`config.mk`:
```
export PLATFORM = sky130hd
export DESIGN_NAME = data_mem_arbiter
export DESIGN_NICKNAME = d
export VERILOG_FILES = /design/src/rtl/data_mem_arbiter.sv
export SDC_FILE = /design/constraint.sdc
export NUM_CORES = 1
export LEC_CHECK = 0
export BUFFER_PORTS_ARGS = -buffer_cell sky130_fd_sc_hd__buf_2
export CORE_AREA = 3 3 92 94
export CTS_CLUSTER_SIZE = 12
export DETAILED_ROUTE_END_ITERATION = 8
export DIE_AREA = 0 0 95 97
export MAX_ROUTING_LAYER = met4
export PLACE_DENSITY_LB_ADDON = 0.1
export SLEW_MARGIN = 20
export SYNTH_ARGS = -nofsm -noshare
export SYNTH_HDL_FRONTEND = slang
export SYNTH_SLANG_ARGS = --single-unit
```
`constraint.sdc`:
```
create_clock -name clock -period 2 [get_ports clock]
set_input_delay 0.1 -clock clock [delete_from_list [all_inputs] [get_ports clock]]
set_output_delay 0.1 -clock clock [all_outputs]
set_load 0.02 [all_outputs]
```
`src/rtl/data_mem_arbiter.sv`:
```
// Two-port arbiter in front of the single data_memory port. The core has priority, and a bounded-wait
// counter forces an aux grant. Define ARB_ROUND_ROBIN_EN to alternate grants on contention instead.
module data_mem_arbiter #(
  parameter int ADDR_WIDTH = 10,
  parameter int DATA_WIDTH = 32,
  parameter int MAX_WAIT   = 8
) (
  input  logic                  clock,
  input  logic                  reset,
  input  logic                  core_req,
  input  logic                  core_we,
  input  logic [ADDR_WIDTH-1:0] core_addr,
  input  logic [DATA_WIDTH-1:0] core_wdata,
  input  logic [3:0]            core_byteena,
  output logic                  core_stall,
  output logic                  core_rvalid,
  output logic [DATA_WIDTH-1:0] core_rdata,
  input  logic                  aux_req,
  input  logic                  aux_we,
  input  logic [ADDR_WIDTH-1:0] aux_addr,
  input  logic [DATA_WIDTH-1:0] aux_wdata,
  output logic                  aux_gnt,
  output logic                  aux_rvalid,
  output logic [DATA_WIDTH-1:0] aux_rdata,
  output logic [ADDR_WIDTH-1:0] mem_address,
  output logic [DATA_WIDTH-1:0] mem_data,
  output logic                  mem_wren,
  output logic [3:0]            mem_byteena,
  input  logic [DATA_WIDTH-1:0] mem_q
);

  typedef enum logic {
    SIDE_CORE = 1'b0,
    SIDE_AUX  = 1'b1
  } side_e;

  logic       grant_core;
  logic       grant_aux;
  logic [1:0] rd_owner_q, rd_owner_d;  // bit 0 = core, bit 1 = aux

`ifdef ARB_ROUND_ROBIN_EN
  side_e rr_last_q, rr_last_d;

  // On contention the side that did not win last time wins now.
  always_comb begin
    grant_core = reset && core_req && (!aux_req || rr_last_q == SIDE_AUX);
    grant_aux  = reset && aux_req && (!core_req || rr_last_q == SIDE_CORE);
  end

  always_comb begin
    rr_last_d = rr_last_q;
    if (grant_core)     rr_last_d = SIDE_CORE;
    else if (grant_aux) rr_last_d = SIDE_AUX;
  end
`else
  localparam int CW = (MAX_WAIT > 0) ? $clog2(MAX_WAIT + 1) : 1;

  logic [CW-1:0] wait_cnt_q, wait_cnt_d;
  logic          force_aux;

  always_comb begin
    force_aux  = aux_req && (MAX_WAIT != 0) && (wait_cnt_q == CW'(MAX_WAIT));
    grant_core = reset && core_req && !force_aux;
    grant_aux  = reset && aux_req && (!core_req || force_aux);
  end

  // Counts consecutive refused aux cycles, saturating at MAX_WAIT.
  always_comb begin
    wait_cnt_d = '0;
    if (aux_req && !grant_aux)
      wait_cnt_d = (wait_cnt_q == CW'(MAX_WAIT)) ? wait_cnt_q : wait_cnt_q + CW'(1);
  end
`endif

  // Grants are combinational because data_memory registers these inputs at the same edge.
  always_comb begin
    // NOTE: every output gets a default first so no path leaves it unassigned and infers a latch.
    mem_address = '0;
    mem_data    = '0;
    mem_wren    = 1'b0;
    mem_byteena = 4'b0000;
    if (grant_core) begin
      mem_address = core_addr;
      mem_data    = core_wdata;
      mem_wren    = core_we;
      mem_byteena = core_byteena;
    end else if (grant_aux) begin
      mem_address = aux_addr;
      mem_data    = aux_wdata;
      mem_wren    = aux_we;
      mem_byteena = 4'b1111;
    end
  end

  always_comb begin
    rd_owner_d = {grant_aux && !aux_we, grant_core && !core_we};
  end

  always_ff @(posedge clock) begin
    // NOTE: state registers use non-blocking assignments so every flop samples pre-edge values.
    if (!reset) begin
      rd_owner_q <= '0;
`ifdef ARB_ROUND_ROBIN_EN
      rr_last_q  <= SIDE_AUX;
`else
      wait_cnt_q <= '0;
`endif
    end else begin
      rd_owner_q <= rd_owner_d;
`ifdef ARB_ROUND_ROBIN_EN
      rr_last_q  <= rr_last_d;
`else
      wait_cnt_q <= wait_cnt_d;
`endif
    end
  end

  assign core_stall  = reset && core_req && !grant_core;
  assign aux_gnt     = grant_aux;
  assign core_rvalid = rd_owner_q[0];
  assign aux_rvalid  = rd_owner_q[1];
  assign core_rdata  = mem_q;
  assign aux_rdata   = mem_q;

endmodule

```
==> results.yml <==
timing:
  finalCritPeriodShare_pct: 94.2
  setup_viol_count_final: 0
  rsz0062_at_grt: "no"
  maxSlewHeadroom_pct: 87.9
  fmax_mhz: 531
  slew_viol_final: 0
  hold_viol: 0
  tns_ns: 0
  post-route-min-period_ns: 1.88
  clock_skew_ns: 0.00148
  tightestPinTransition_ns: 0.181
synthesis:
  postSynth.asyncResetShare_pct: 0
  ys.flop_type: "dfxtp_1"
  synth_compound_area_share_pct: 33.6
  ys_ff_latch: 6
  synth-xor-area-share_pct: 1.42
  ys_top_cells_by_area: "buf_4 (41%), a22o_1 (30%), dfxtp_1 (9.8%)"
  yosysTopAreaCell: "buf_4"
  netlist_area_mm2: 0.00123
  yosys.area.top_type_share_pct: 40.9
  synth_most_common_cell: "buf_4"
  synthAdderAreaFrac_pct: 2.03
  yosys_warnings: 0
  synth_top_family_by_area: "buffers and inverters"
  synth-simple-area-share_pct: 6.31
  synth-edff-count: 0
  synth_commonest_cells: "buf_4 (67), a22o_1 (42), dfxtp_1 (6)"
  synthCells: 150
  synthMuxAreaShare_pct: 0.916
  yosysUniqueCellTypes: 20
  syn-num-nets: 278
  seq_area_frac_synth_pct: 9.77
  avgSynthCellArea_um2: 8.20
route:
  top_layer: "met4"
  drtPass1Iterations: 4
  ant_nets: 0
  met3_length_um: 805
  num_vias: 1325
  vias_per_cell: 3.99
  route.met2.wl_um: 3180
  wl_per_cell_um: 19.3
  totalWireLength_um: 6420
  drtIter0Drc: 38
  m1WireLength_um: 2290
  drc: 0
worst_setup_path:
  critPathArrivalTime_ns: 1.78
  cp_max_fo: 11
  r2r_slack_ns: 0.59
  rr_worst_depth: 6
  critPathRequiredTime_ns: 1.90
  crit_start: "wait_cnt_q[0]"
  critPathCaptureType: "output port"
  r2r_start: "wait_cnt_q[0]"
  max_stage_delay_ns: 0.33
  critPathBufInv: 3
  criticalPathCategory: "flop to output port"
  path_delay_family: "compound AO/OA/AOI/OAI gates"
  path_depth: 7
  cp_slowest_cell: "dfxtp_1"
  reg2reg_to: "rd_owner_q[0]"
  path_cells: "inv_1, ha_1, nand3b_4, o211a_4, buf_4, a22o_1, buf_2"
  crit_path_end: "mem_data[7]"
  start_kind: "flop"
grt:
  grt_pass1_wl_um: 9000
  track_usage_pct: 13.2
  antenna_found_initial: 2
  grt_start_max_net_pins: 38
  grt_pass1_vias: 1387
  grt-ovfl-total: 0
cts:
  htreeDepth: 1
  clockBufferDepth: 2
  insertion_delay_ns: 0.22
  cts_root_buf: "clkbuf_8"
  post_cts_buffers: 0
  clock-sinks: 6
  cts_tree: "yes"
  clkTransAtPathRegs_ns: 0.04
  cts_made_buffers: 3
run_status:
  status: "finished, final reports clean"
job:
  maxCapViolations: 0
placement:
  dp.cells: 326
  io_buffers: 144
  dp_hpwl_um: 5580
  routabilityCongestion: 0.745
floorplanning:
  fp.dieArea_mm2: 0.00922
  ios: 241
  dieWidth_um: 95
  start_util_pct: 15.9
  die_h_um: 97
  num_rows: 32
  core_area_mm2: 0.00773
pwr:
  cellPowerDensity_mw_per_mm2: 391
  vdd_drop_max_mv: 0.102
  p_leak_nw: 0.984
hold_path:
  hold_class: "input pin to flop"
  hold_path_depth: 2
final_layout:
  area_growth_syn_to_layout_pct: 36.0
  post_route_cells_drive_above_1_share_pct: 68.4
  nNetsFinal: 358
  final_core_util_pct: 21.6
  multi_input_comb_area_um2: 563
  seqCellArea_um2: 120
  fill_cells: 864
  fin_cells: 332
==> registers in the layout, summed over array words and instances, names as in the netlist <==
| signal | cells |
|---|---|
| wait_cnt_q | 4 |
| rd_owner_q | 2 |
==> per-layer routing <==
layer	GRT usage, %	up-vias
li1	-	629
met1	13.8	576
met2	21.9	102
met3	6.38	18
met4	3.66	0
met5	-	-
==> cell usage in the layout, fill, tap and decap left out, types with 2 or more instances in the layout <==
master and n:
nand3_1 2, a22o_1 42, diode_2 2, nor2b_1 2, a21o_1 4, inv_1 4, nor2_1 5, buf_12 2
buf_4 2, clkbuf_8 3, buf_2 144, ha_1 2, dfxtp_1 6
==> report_power, final <==
part / total, mW / internal [mW] / leakage (nW) / switching (mW)
Clock: 0.179 / 0.129 / 0.0216 / 0.0503
Combinational: 0.351 / 0.164 / 0.914 / 0.187
Sequential: 0.124 / 0.123 / 0.0487 / 0.00121
==> what timing repair did <==
action	CTS	global route
endpoints found under the setup margin	0	1
hold buffers	0	0
resized for setup	0	2
==> worst register-to-register path, stage by stage (launching register included) <==
cell,delay [ns]
dfxtp_1,0.33
inv_1,0.06
ha_1,0.19
nand3b_4,0.12
o211a_4,0.28
clkbuf_16,0.19
nor2b_1,0.13
==> worst min-delay path by stage <==
| stage | start | endpoint |
|---|---|---|
| 4_1_cts | aux_we | rd_owner_q[1] |
| 3_3_place_gp | mem_q[30] | aux_rdata[30] |
| 3_5_place_dp | mem_q[30] | aux_rdata[30] |
| 6_report | aux_we | rd_owner_q[1] |
| 2_1_floorplan | core_we | rd_owner_q[0] |
| 5_1_grt | aux_we | rd_owner_q[1] |
==> area by class of cell <==
| class | count | area share, % |
|---|---|---|
| Multi-Input combinational cell | 66 | 33.7 |
| Sequential cell | 6 | 7.18 |
| Clock buffer | 3 | 2.47 |
| Inverter | 4 | 0.898 |
| Timing Repair Buffer | 149 | 47.9 |
| Antenna cell | 2 | 0.299 |
| Tap cell | 102 | 7.63 |
==> through the flow <==
stage                     setup WS, ns  area, um^2  hold WS (ns)  power, mW
after floorplan                  0.457        1230         0.172      0.485
after global placement           0.326        1590         0.200      0.476
after detailed placement         0.318        1590         0.200      0.474
after CTS                       0.0682        1640        0.0413      0.661
after global routing            0.0447        1670        0.0441      0.699
final                            0.115        1670        0.0450      0.654
==> cells by family (layout without fill, tap and decap cells) <==
kind of cell,Yosys count,in the layout
mux,1,1
flops,6,6
compound gates,48,48
simple gates,13,13
fa+ha+maj,2,2
buf+inv,78,156
xor+xnor,2,2
other cells,0,2
Power figures use the tool's default switching activity.
